## src/rtl/xing_word_arbiter_if.sv

```systemverilog
// ============================================================================
// xing_word_arbiter_if : requester bundle and synchronizer-side outputs
// Rev 1.0
// ============================================================================
`default_nettype none

interface xing_word_arbiter_if #(
  parameter int N = 4,
  parameter int S = 12
);
  localparam int CHW = $clog2(N);

  logic [N-1:0]   req;
  logic [N*S-1:0] data;
  logic [N-1:0]   ack;
  logic [S-1:0]   xing_data;
  logic [CHW-1:0] xing_chan;
  logic           xing_valid;
  logic           busy;

  // Requester side drives the words; the arbiter drives the crossing side.
  modport master (
    output req, data,
    input  ack, xing_data, xing_chan, xing_valid, busy
  );

  modport slave (
    input  req, data,
    output ack, xing_data, xing_chan, xing_valid, busy
  );
endinterface

`default_nettype wire

```

## src/rtl/xing_word_arbiter.sv

```systemverilog
// ============================================================================
// xing_word_arbiter : round-robin scheduler feeding one fast-to-slow word sync
// Rev 1.0
// ============================================================================
`default_nettype none

module xing_word_arbiter #(
  parameter int N    = 4,
  parameter int S    = 12,
  parameter int HOLD = 8,
  parameter int GAP  = 2
) (
  input  wire                   clk,
  input  wire                   reset,
  xing_word_arbiter_if.slave    bus
);
  localparam int IW   = $clog2(N);
  localparam int CMAX = (HOLD > GAP) ? HOLD : GAP;
  localparam int CW   = $clog2(CMAX + 1);

  typedef enum logic [1:0] {
    ST_IDLE = 2'd0,
    ST_HOLD = 2'd1,
    ST_GAP  = 2'd2
  } state_t;

  state_t         state;
  logic [CW-1:0]  cnt;
  logic [IW-1:0]  last;
  logic [N-1:0]   ack;
  logic [S-1:0]   xing_data;
  logic [IW-1:0]  xing_chan;
  logic           xing_valid;
  logic           busy;

  logic           win_found;
  logic [IW-1:0]  win_idx;

  // Search starts just past the previous winner so every requester gets a turn.
  always_comb begin
    win_found = 1'b0;
    win_idx   = '0;
    for (int k = 1; k <= N; k++) begin
      if (!win_found && bus.req[(int'(last) + k) % N]) begin
        win_found = 1'b1;
        win_idx   = IW'((int'(last) + k) % N);
      end
    end
  end

  always_ff @(posedge clk) begin
    if (reset) begin
      state      <= ST_IDLE;
      cnt        <= '0;
      last       <= IW'(N - 1);
      ack        <= '0;
      xing_data  <= '0;
      xing_chan  <= '0;
      xing_valid <= 1'b0;
      busy       <= 1'b0;
    end else begin
      ack <= '0;
      case (state)
        ST_IDLE: begin
          if (win_found) begin
            xing_data  <= bus.data[win_idx*S +: S];
            xing_chan  <= win_idx;
            xing_valid <= 1'b1;
            ack        <= {{(N-1){1'b0}}, 1'b1} << win_idx;
            last       <= win_idx;
            cnt        <= '0;
            busy       <= 1'b1;
            state      <= ST_HOLD;
          end
        end
        ST_HOLD: begin
          if (cnt == CW'(HOLD - 1)) begin
            xing_valid <= 1'b0;
            cnt        <= '0;
            state      <= ST_GAP;
          end else begin
            cnt <= cnt + 1'b1;
          end
        end
        ST_GAP: begin
          if (cnt == CW'(GAP - 1)) begin
            cnt   <= '0;
            busy  <= 1'b0;
            state <= ST_IDLE;
          end else begin
            cnt <= cnt + 1'b1;
          end
        end
        default: begin
          cnt        <= '0;
          xing_valid <= 1'b0;
          busy       <= 1'b0;
          state      <= ST_IDLE;
        end
      endcase
    end
  end

  assign bus.ack        = ack;
  assign bus.xing_data  = xing_data;
  assign bus.xing_chan  = xing_chan;
  assign bus.xing_valid = xing_valid;
  assign bus.busy       = busy;

endmodule

`default_nettype wire

```

## src/flat_wrapper.sv

```systemverilog
// flat-port wrapper written by rule: the top's interface ports become plain ports
module xing_word_arbiter_flat 
#(
  parameter int N    = 4,
  parameter int S    = 12,
  parameter int HOLD = 8,
  parameter int GAP  = 2
)
  (clk, reset, bus_req, bus_data, bus_ack, bus_xing_data, bus_xing_chan, bus_xing_valid, bus_busy);
  xing_word_arbiter_if #(.N(N), .S(S)) bus_i ();
  input  wire clk;
  input  wire reset;
  input wire logic [$bits(bus_i.req)-1:0] bus_req;
  input wire logic [$bits(bus_i.data)-1:0] bus_data;
  output wire logic [$bits(bus_i.ack)-1:0] bus_ack;
  output wire logic [$bits(bus_i.xing_data)-1:0] bus_xing_data;
  output wire logic [$bits(bus_i.xing_chan)-1:0] bus_xing_chan;
  output wire logic [$bits(bus_i.xing_valid)-1:0] bus_xing_valid;
  output wire logic [$bits(bus_i.busy)-1:0] bus_busy;
  assign bus_i.req = bus_req;
  assign bus_i.data = bus_data;
  assign bus_ack = bus_i.ack;
  assign bus_xing_data = bus_i.xing_data;
  assign bus_xing_chan = bus_i.xing_chan;
  assign bus_xing_valid = bus_i.xing_valid;
  assign bus_busy = bus_i.busy;
  xing_word_arbiter #(.N(N), .S(S), .HOLD(HOLD), .GAP(GAP)) u_core (.clk(clk), .reset(reset), .bus(bus_i));
endmodule
```

## config.mk

```make
export PLATFORM = sky130hd
export DESIGN_NAME = xing_word_arbiter_flat
export DESIGN_NICKNAME = d
export VERILOG_FILES = /design/src/rtl/xing_word_arbiter_if.sv /design/src/rtl/xing_word_arbiter.sv /design/src/flat_wrapper.sv
export SDC_FILE = /design/constraint.sdc
export NUM_CORES = 1
export LEC_CHECK = 0
export ABC_AREA = 1
export BUFFER_PORTS_ARGS = -buffer_cell sky130_fd_sc_hd__buf_4
export CORE_MARGIN = 3
export CORE_UTILIZATION = 49
export DETAILED_ROUTE_END_ITERATION = 8
export GPL_ROUTABILITY_DRIVEN = 0
export PLACE_DENSITY = 0.82
export RECOVER_POWER = 100
export SLEW_MARGIN = 40
export SYNTH_ARGS = -nofsm -noshare
export SYNTH_HDL_FRONTEND = slang
export SYNTH_SLANG_ARGS = --single-unit
```

## constraint.sdc

```tcl
create_clock -name clk -period 2.6 [get_ports clk]
set_clock_uncertainty 0.2 [all_clocks]
set_input_delay 0.52 -clock clk [delete_from_list [all_inputs] [get_ports clk]]
set_output_delay 0.52 -clock clk [all_outputs]
set_load 0.02 [all_outputs]
```

==> flow_summary.ini <==
[clock_network]
insertion_delay_ns = 0.27
clockBufferDepth = 2
htreeDepth = 1
cts.sinks = 28
cts_buffers = 3
post_cts_buffers = 0
clkTransAtPathRegs_ns = 0.09
cts_tree = yes
hold_buffers = 0
root_buffer = clkbuf_8
cts.repair.resized = 0

[cells_and_area]
most-common-layout-cells = nand2_1 (82), buf_4 (53), nor2_1 (41), nand3_1 (40), inv_1 (38)
drive_above_1_share_pct = 22.4
fin_area_um2 = 2460
area_growth_pct = 24.1
multi_input_area_um2 = 1140
n_antenna_cell = 0
final_nets = 437
final_common_cell = nand2_1
nFillCells = 390
regArea_um2 = 561

[setup_path]
endpoint_kind = flip-flop
ff2ff_path_depth = 11
crit_chain = inv_6 > nand2_1 > nand3_1 > nand2_1 > inv_1 > nor2_8 > nand3_4 > nand2_4 > inv_4 > nand2_2 > o211ai_1
crit_type = flip-flop to flip-flop
slowest_delay_ns = 0.57
cp_top_family = simple AND/OR/NAND/NOR gates
path_max_fanout = 22
critPathBufInv = 3
crit_required_ns = 2.54
cp.arrival_ns = 2.20
cpMaxStageDelayCell = dfxtp_1
cp-start-kind = flip-flop
cp_common_cell = nand2_1
path_depth = 11

[synthesis]
syn_nets = 370
yosysSeqAreaShare_pct = 28.2
ys_ff_latch = 28
yosys.cell_types.count = 30
synth.avg_cell_area_um2 = 6.43
synth_area_um2 = 1990
synthCells = 309
yosys_warnings = 0

[global_route]
grt_usage_pct = 19.5
antenna_found_initial = 0
grt_pass1_wl_um = 8070
gr-total-overflow = 0
grt_pass1_vias = 1939
grt_max_degree = 28

[die]
die_x_um = 69.7
placement_rows = 22
core_area_um2 = 3770
dieArea_um2 = 4860
io_pins = 74
start_util_pct = 52.7
die_h_um = 69.7

[status]
status = finished clean

[sta]
final.min_clock_period_ns = 2.26
rsz0062_at_grt = false
finalHoldViolations = 0
fmax_mhz = 442
holdWs_ns = 0.252
slew_viol_final = 0
tns_ns = 0
setup_viol = 0
max_slew.worst_pin.slew_ns = 0.390
setup_slack_ns = 0.340
max_slew_margin_pct = 73.9
finalCritPeriodShare_pct = 86.9

[pwr]
p_leak_nw = 1.32
p_per_area_nw_per_um2 = 1310
max-vdd-ir-drop_uv = 610

[worst_hold_path]
worstHoldPathCells = 2
hold_path_class = flip-flop to flip-flop

[routing]
drt_iter0_drc = 97
antenna_left = 0
drc_errors = 0
dr.pass1.iters = 4
num_vias = 2081
avgViaCountPerCell = 4.92
routedWlPerCell_um = 11.2
postRouteWirelength_um = 4730

[place]
pre_cts_ws_ns = 0.342
place_area_um2 = 2500
port_buffers = 73
hpwl_um = 3700

[flow_run]
drv_cap = 0
synth_stat cells, drive strengths merged:
library cell / number / area, um2
ha: 7 / 87.6
dfxtp: 28 / 561
o211ai: 2 / 15.0
buf: 9 / 88.8
o21bai: 1 / 7.51
and2: 1 / 6.26
o21ai: 10 / 50.1
inv: 44 / 175
nand4: 3 / 25.0
nand2: 96 / 432
clkbuf: 2 / 7.51
nor2: 45 / 198
nor3: 5 / 25.0
a31oi: 1 / 6.26
a21oi: 10 / 50.1
nand3b: 2 / 15.0
nand3: 43 / 238
final timing paths:
path | from | end | slack (ns)
hold reg to reg | u_core.bus.xing_valid | u_core.bus.xing_valid | 0.25
hold / removal | u_core.bus.xing_valid | u_core.bus.xing_valid | 0.25
setup reg to reg | u_core.last[0] | u_core.last[1] | 0.34
setup / recovery | u_core.last[0] | u_core.last[1] | 0.34
registers in the layout (all words and copies together) (netlist names):
signal	cells
u_core.last	2
u_core.bus.xing_data	12
u_core.bus.xing_chan	2
u_core.bus.ack	4
u_core.bus.xing_valid	1
u_core.state	2
u_core.cnt	4
u_core.bus.busy	1
report_power, final:
part           internal (mW)  total (mW)  switching [mW]
Clock                  0.135       0.264           0.128
Sequential             0.590       0.699           0.109
Combinational          0.711        2.26            1.55
Total                   1.44        3.22            1.78
tightest hold or removal path: cells and delay by family (launching register included):
| kind | cells | cell delay (ns) |
|---|---|---|
| flops | 1 | 0.32 |
| buf+inv | 1 | 0.05 |
| compound gates | 1 | 0.05 |
metal layers:
layer,up-vias,wire length [um],track usage (%),share of wire (%)
li1,1094,-,-,-
met1,907,2040,23.4,43
met3,11,358,4.35,7.6
met2,69,2260,34.0,48
met4,0,72,6.60,1.5
met5,-,0,0,0
stage by stage:
stage / utilization, % / power (mW) / instances
2_1_floorplan: - / 2.72 / 309
3_3_place_gp: 66.3 / 3.04 / 419
3_5_place_dp: 66.3 / 3.10 / 419
4_1_cts: 67.7 / 3.37 / 423
5_1_grt: 65.4 / 3.57 / 423
6_report: 65.4 / 3.22 / 423
cell families (layout without fill, tap and decap cells):
| group | Yosys count | in the layout | synth area share (%) |
|---|---|---|---|
| compound gates | 24 | 24 | 6.49 |
| fa+ha+maj | 7 | 7 | 4.41 |
| buf+inv | 55 | 121 | 13.7 |
| flops | 28 | 28 | 28.2 |
| simple gates | 195 | 195 | 47.2 |
final cells by class:
type                    count  share of cell area [%]
multi-input cells         226                    46.3
flip-flops and latches     28                    22.7
repair buffers             73                    19.2
inverters                  44                    7.11
well taps                  48                    2.44
clock buffers               4                    2.23
Power figures use the tool's default switching activity.
